--- src/rtl/stream_fork_pkg.sv ---
// Shared types and default widths for the round-robin stream fork.
package stream_fork_pkg;

    typedef logic port_idx_t;

    localparam port_idx_t PORT0 = 1'b0;
    localparam port_idx_t PORT1 = 1'b1;

    localparam int DATA_W_DEF = 8;
    localparam int CNT_W_DEF  = 16;

    function automatic port_idx_t other_port(input port_idx_t p);
        return port_idx_t'(~p);
    endfunction

endpackage

--- src/rtl/fork_slot.sv ---
// One-entry output register slice: holds a beat until the consumer takes it.
module fork_slot #(
    parameter int DATA_W = 8
) (
    input  logic              clk,
    input  logic              rst_n,
    input  logic              load,
    input  logic [DATA_W-1:0] load_data,
    input  logic              out_ready,
    output logic              full,
    output logic [DATA_W-1:0] data,
    output logic              can_acc
);

    logic              full_r;
    logic [DATA_W-1:0] data_r;

    // A drain and a load in the same cycle keep the slot full with new data.
    always_ff @(posedge clk or negedge rst_n) begin
        if (!rst_n) begin
            full_r <= 1'b0;
            data_r <= {DATA_W{1'b0}};
        end else if (load) begin
            full_r <= 1'b1;
            data_r <= load_data;
        end else if (full_r && out_ready) begin
            full_r <= 1'b0;
        end
    end

    assign full    = full_r;
    assign data    = data_r;
    assign can_acc = !full_r || out_ready;

endmodule

--- src/rtl/stream_fork_rr.sv ---
// Round-robin fork of one valid/ready stream onto two buffered output ports.
// Define STREAM_FORK_RR_WORKCONS_EN to let a stalled port be skipped.
module stream_fork_rr
    import stream_fork_pkg::*;
#(
    parameter int DATA_W = DATA_W_DEF,
    parameter int CNT_W  = CNT_W_DEF
) (
    input  logic              clk,
    input  logic              rst_n,
    input  logic              in_valid,
    output logic              in_ready,
    input  logic [DATA_W-1:0] in_data,
    output logic              out0_valid,
    input  logic              out0_ready,
    output logic [DATA_W-1:0] out0_data,
    output logic              out1_valid,
    input  logic              out1_ready,
    output logic [DATA_W-1:0] out1_data,
    output logic [CNT_W-1:0]  cnt0,
    output logic [CNT_W-1:0]  cnt1
);

    port_idx_t        ptr_r;
    port_idx_t        tgt_s;
    logic             in_ready_s;
    logic             accept_s;
    logic [1:0]       can_acc_s;
    logic [1:0]       load_s;
    logic [CNT_W-1:0] cnt0_r;
    logic [CNT_W-1:0] cnt1_r;

    // Target selection and input readiness; never depends on in_valid.
    always_comb begin
        tgt_s      = ptr_r;
        in_ready_s = 1'b0;
`ifdef STREAM_FORK_RR_WORKCONS_EN
        if (can_acc_s[ptr_r]) begin
            tgt_s = ptr_r;
        end else begin
            tgt_s = other_port(ptr_r);
        end
        in_ready_s = can_acc_s[0] || can_acc_s[1];
`else
        tgt_s      = ptr_r;
        in_ready_s = can_acc_s[ptr_r];
`endif
    end

    assign accept_s  = in_valid && in_ready_s;
    assign load_s[0] = accept_s && (tgt_s == PORT0);
    assign load_s[1] = accept_s && (tgt_s == PORT1);

    fork_slot #(.DATA_W(DATA_W)) u_slot0 (
        .clk       (clk),
        .rst_n     (rst_n),
        .load      (load_s[0]),
        .load_data (in_data),
        .out_ready (out0_ready),
        .full      (out0_valid),
        .data      (out0_data),
        .can_acc   (can_acc_s[0])
    );

    fork_slot #(.DATA_W(DATA_W)) u_slot1 (
        .clk       (clk),
        .rst_n     (rst_n),
        .load      (load_s[1]),
        .load_data (in_data),
        .out_ready (out1_ready),
        .full      (out1_valid),
        .data      (out1_data),
        .can_acc   (can_acc_s[1])
    );

    // Pointer advances past the actual target only on an accepted beat.
    always_ff @(posedge clk or negedge rst_n) begin
        if (!rst_n) begin
            ptr_r <= PORT0;
        end else if (accept_s) begin
            ptr_r <= other_port(tgt_s);
        end else begin
            ptr_r <= ptr_r;
        end
    end

    // Per-port accepted-beat counters; wrap silently.
    always_ff @(posedge clk or negedge rst_n) begin
        if (!rst_n) begin
            cnt0_r <= {CNT_W{1'b0}};
            cnt1_r <= {CNT_W{1'b0}};
        end else begin
            if (load_s[0]) begin
                cnt0_r <= cnt0_r + {{(CNT_W-1){1'b0}}, 1'b1};
            end
            if (load_s[1]) begin
                cnt1_r <= cnt1_r + {{(CNT_W-1){1'b0}}, 1'b1};
            end
        end
    end

    assign in_ready = in_ready_s;
    assign cnt0     = cnt0_r;
    assign cnt1     = cnt1_r;

endmodule
--- config.mk ---
export PLATFORM = sky130hd
export DESIGN_NAME = stream_fork_rr
export DESIGN_NICKNAME = d
export VERILOG_FILES = /design/src/rtl/stream_fork_pkg.sv /design/src/rtl/fork_slot.sv /design/src/rtl/stream_fork_rr.sv
export SDC_FILE = /design/constraint.sdc
export NUM_CORES = 1
export LEC_CHECK = 0
export CORE_ASPECT_RATIO = 1.25
export CORE_UTILIZATION = 40
export CTS_CLUSTER_SIZE = 10
export DETAILED_ROUTE_END_ITERATION = 12
export GPL_TIMING_DRIVEN = 1
export PLACE_DENSITY = 0.69
export SETUP_SLACK_MARGIN = 0.2
export SYNTH_ARGS = -nofsm -noshare
export SYNTH_HDL_FRONTEND = slang
export SYNTH_HIERARCHICAL = 1
export SYNTH_SLANG_ARGS = --single-unit
export TNS_END_PERCENT = 30
--- constraint.sdc ---
create_clock -name clk -period 2.1 [get_ports clk]
set_input_delay 0.21 -clock clk [delete_from_list [all_inputs] [get_ports clk]]
set_output_delay 0.21 -clock clk [all_outputs]
set_load 0.02 [all_outputs]
==> results of run 1 <==
## sequential cells by signal, summed over array words and instances (netlist names)
register	flops
u_slot0/full	1
u_slot1/data	8
cnt0	16
ptr_r	1
cnt1	16
u_slot0/data	8
u_slot1/full	1
## power by group through the flow
stage          logic, mW  clock network (mW)  registers [mW]
3_3_place_gp        1.62                   0            1.53
4_1_cts             1.64               0.630            1.53
2_1_floorplan      0.570                   0            1.85
5_1_grt             1.73               0.662            1.57
6_report            1.62               0.607            1.53
3_5_place_dp        1.63                   0            1.55
## metrics by stage
step           hold WS [ps]  power, mW  area [µm²]  utilization
2_1_floorplan         -85.6       2.42        2190            -
3_3_place_gp            239       3.15        2930        0.564
3_5_place_dp            237       3.18        2930        0.564
4_1_cts                 444       3.80        3040        0.585
5_1_grt                 485       3.96        3040        0.585
6_report                436       3.75        3040        0.585
## path summary, 6_finish.rpt
kind	end	slack, ps	cells past startpoint
min	u_slot0/data[5]	440	2
max reg2reg	cnt0[10]	550	5
max	in_ready	250	4
min reg2reg	cnt0[15]	480	1
max in group asynchronous	cnt0[11]	1130	3
min in group clk	cnt0[15]	480	1
## per-layer routing
metal,up-vias,track usage,part of all wire
met5,-,0,0
met4,0,0.0568,0.015
met3,6,0.0444,0.057
met2,42,0.244,0.47
met1,700,0.227,0.46
li1,708,-,-
## critical path: stages
cell	delay, ps
clkdlybuf4s50_1	400
nand2b_1	200
mux2_2	290
clkdlybuf4s50_1	530
## final cells by class
cell class	count	area (µm²)
Clock buffer	8	100
Fill cell	454	2150
Inverter	3	11.3
Multi-Input combinational cell	111	885
Sequential cell	51	1280
Tap cell	62	77.6
Timing Repair Buffer	69	686
## placed cells by master (no fill, tap or decap), types with 2 or more instances in the layout
master / n
clkdlybuf4s50_1: 62
dfrtp_1: 51
nand2_1: 23
xnor2_1: 22
mux2_4: 16
xor2_1: 8
nand3_1: 7
nand4_1: 7
clkbuf_8: 7
nor2_1: 6
and3_1: 5
buf_4: 4
nand2b_1: 4
inv_1: 3
nor3_1: 3
and4_1: 3
ha_1: 2
## timing repair
| action | CTS | global route |
|---|---|---|
| setup buffers | 0 | 0 |
| hold buffers | 1 | 0 |
| endpoints found under the hold margin | 24 | 0 |
## kinds of logic after synthesis
group | count (synthesis)
AND/OR/NAND/NOR | 62
flip-flops | 51
XOR/XNOR | 30
multiplexers | 17
buffers and inverters | 5
adder cells (fa/ha/maj) | 2
## cell usage after synthesis, types with 3 or more instances
| cell type | count | area (µm²) |
|---|---|---|
| nor2_1 | 6 | 22.5 |
| xor2_1 | 8 | 70.1 |
| and3_1 | 5 | 31.3 |
| inv_1 | 3 | 11.3 |
| and4_1 | 3 | 26.3 |
| nor3_1 | 3 | 15.0 |
| xnor2_1 | 22 | 193 |
| nand2_1 | 23 | 86.3 |
| dfrtp_1 | 51 | 1280 |
| nand4_1 | 7 | 43.8 |
| mux2_4 | 16 | 240 |
| nand2b_1 | 4 | 25.0 |
| nand3_1 | 7 | 35.0 |
==> results_tabular.tex, run 1 <==
\begin{tabular}{lr}
\hline
Metric & Value \\
\hline
\multicolumn{2}{l}{\textbf{Global route}} \\
\quad Initial antenna violation count & 0 \\
\quad Global-route usage over all layers & 0.164 \\
\quad Global-route wire length before repair & 7070 µm \\
\quad Vias in the first global route & 1434 \\
\quad Pin count of the biggest net entering global routing & 28 \\
\quad Remaining global-route overflow & 0 \\
\multicolumn{2}{l}{\textbf{STA}} \\
\quad Number of hold violations in the final report & 0 \\
\quad Final setup violation count & 0 \\
\quad Final-report max-slew violation count & 0 \\
\quad Final worst-path cycle share & 0.881 \\
\quad Setup repair after global routing missed its margin & false \\
\quad Shortest period the worst path allows & 1850 ps \\
\quad Upper clock frequency limit & 0.541 GHz \\
\quad Final setup TNS & 0 ps \\
\quad Post-Route Skew & 4.62 ps \\
\quad Final setup margin & 251 ps \\
\quad Worst-Margin Slew & 563 ps \\
\quad Worst relative slew slack & 0.625 \\
\multicolumn{2}{l}{\textbf{Pwr}} \\
\quad Cell internal power dissipation & 2.47 mW \\
\quad Switching power share of the total & 0.343 \\
\quad Fraction of power consumed by the clock network & 0.162 \\
\quad Switching power & 1.29 mW \\
\quad Part of the power in combinational logic & 0.432 \\
\quad Leakage component of the power & 1.36 nW \\
\quad Worst IR drop on VDD & 0.548 mV \\
\quad Sequential share of power & 0.406 \\
\quad Power density normalized to cell area & 1240 nW/µm² \\
\multicolumn{2}{l}{\textbf{Die}} \\
\quad Number of core rows & 29 \\
\quad Core outline area & 5190 µm² \\
\quad Die Footprint & 5790 µm² \\
\quad Starting density of the core & 0.423 \\
\quad Io pins & 64 \\
\quad Vert. Die Dim & 84.8 µm \\
\quad Width of the die & 68.3 µm \\
\multicolumn{2}{l}{\textbf{Final layout}} \\
\quad Fraction of final layout cells sized beyond drive strength 1 & 0.136 \\
\quad Diode count & 0 \\
\quad Total number of nets in the final design & 256 \\
\quad Area Overhead vs Synth & 38.3\% \\
\quad Non-filler cells, final & 304 \\
\multicolumn{2}{l}{\textbf{Synth}} \\
\quad Net count of the mapped netlist & 182 \\
\quad Synth Area per Inst & 13.1 µm² \\
\quad Seq/Total Area, Yosys & 0.582 \\
\quad Share of the synthesized area in compound gates (AO/OA/AOI/OAI) & 0 \\
\quad Multiplexer fraction of the synthesized cell area & 0.115 \\
\quad Count of synthesis-stage warnings from yosys & 6 \\
\quad Netlist Area Pre-Place & 2190 µm² \\
\quad Register bit count reported by yosys & 51 \\
\quad Async set-reset flop share out of synthesis & 1.00 \\
\quad Largest family of logic cells by synthesized area & simple AND/OR/NAND/NOR gates \\
\quad Post-synthesis cell count & 167 \\
\quad Count of distinct cell types in the synthesized netlist & 20 \\
\quad Post-synthesis share of cell area spent on and, or, nand and nor gates & 0.157 \\
\quad Post-synth EDFFs & 0 \\
\quad Dominant synthesized flop cell & dfrtp\_1 \\
\quad Area share of fa/ha/maj cells after synthesis & 0.0114 \\
\quad Xor-xnor portion of the synthesized cell area & 0.120 \\
\multicolumn{2}{l}{\textbf{Clock tree}} \\
\quad H-tree depth & 2 \\
\quad TritonCTS clock tree & yes \\
\quad Library cell used as clock root buffer & clkbuf\_8 \\
\quad CTS resizes & 0 \\
\quad \# clock sinks & 51 \\
\quad Clock buffer count from CTS & 5 \\
\quad Clock insertion delay at the later pin of the skew report & 300 ps \\
\quad Maximum root-to-sink buffer count & 2 \\
\quad Clock transition at path regs & 90 ps \\
\multicolumn{2}{l}{\textbf{Route}} \\
\quad DRC violation count after routing & 0 \\
\quad Total length of routed wires & 4240 µm \\
\quad Number of optimization iterations in the first detailed-route pass & 4 \\
\quad Via density & 4.79 \\
\quad Wire length per cell & 13.9 µm \\
\quad Via total after detailed routing & 1456 \\
\quad Number of design-rule violations left by the first detailed-router iteration & 61 \\
\quad Number of routed nets with antenna violations & 0 \\
\multicolumn{2}{l}{\textbf{Setup path}} \\
\quad Crit path launch type & input port \\
\quad Worst setup path startpoint & out0\_ready \\
\quad Worst-path maximum fanout & 3 \\
\quad Critical R2R Launch & cnt0[0] \\
\quad Required time at the endpoint of the critical path & 1890 ps \\
\quad Crit path arrival time & 1640 ps \\
\quad Setup Crit Path Kind & in -> out \\
\quad CP Capture Type & output port \\
\multicolumn{2}{l}{\textbf{Placed design}} \\
\quad Global placer's final weighted congestion & 0.733 \\
\quad \# port buffers & 63 \\
\quad Detailed placer's ending HPWL & 3080 µm \\
\quad Pre-CTS setup slack & 237 ps \\
\quad Post-Place Cells & 295 \\
\multicolumn{2}{l}{\textbf{Hold path}} \\
\quad Class of the tightest hold or removal check & in -> async \\
\multicolumn{2}{l}{\textbf{Outcome}} \\
\quad Status & finished clean \\
\multicolumn{2}{l}{\textbf{Run}} \\
\quad \# Max-Cap Violations & 0 \\
\hline
\end{tabular}
(Power assumes the default switching activity.)
==> run 2, diff against run 1 <==
CTS_CLUSTER_SIZE = unset   (was 10)
HOLD_SLACK_MARGIN = 0.08   (was unset)
==> results of run 2 <==
No change in the layout: final DEF, timing and power equal those of run 1.
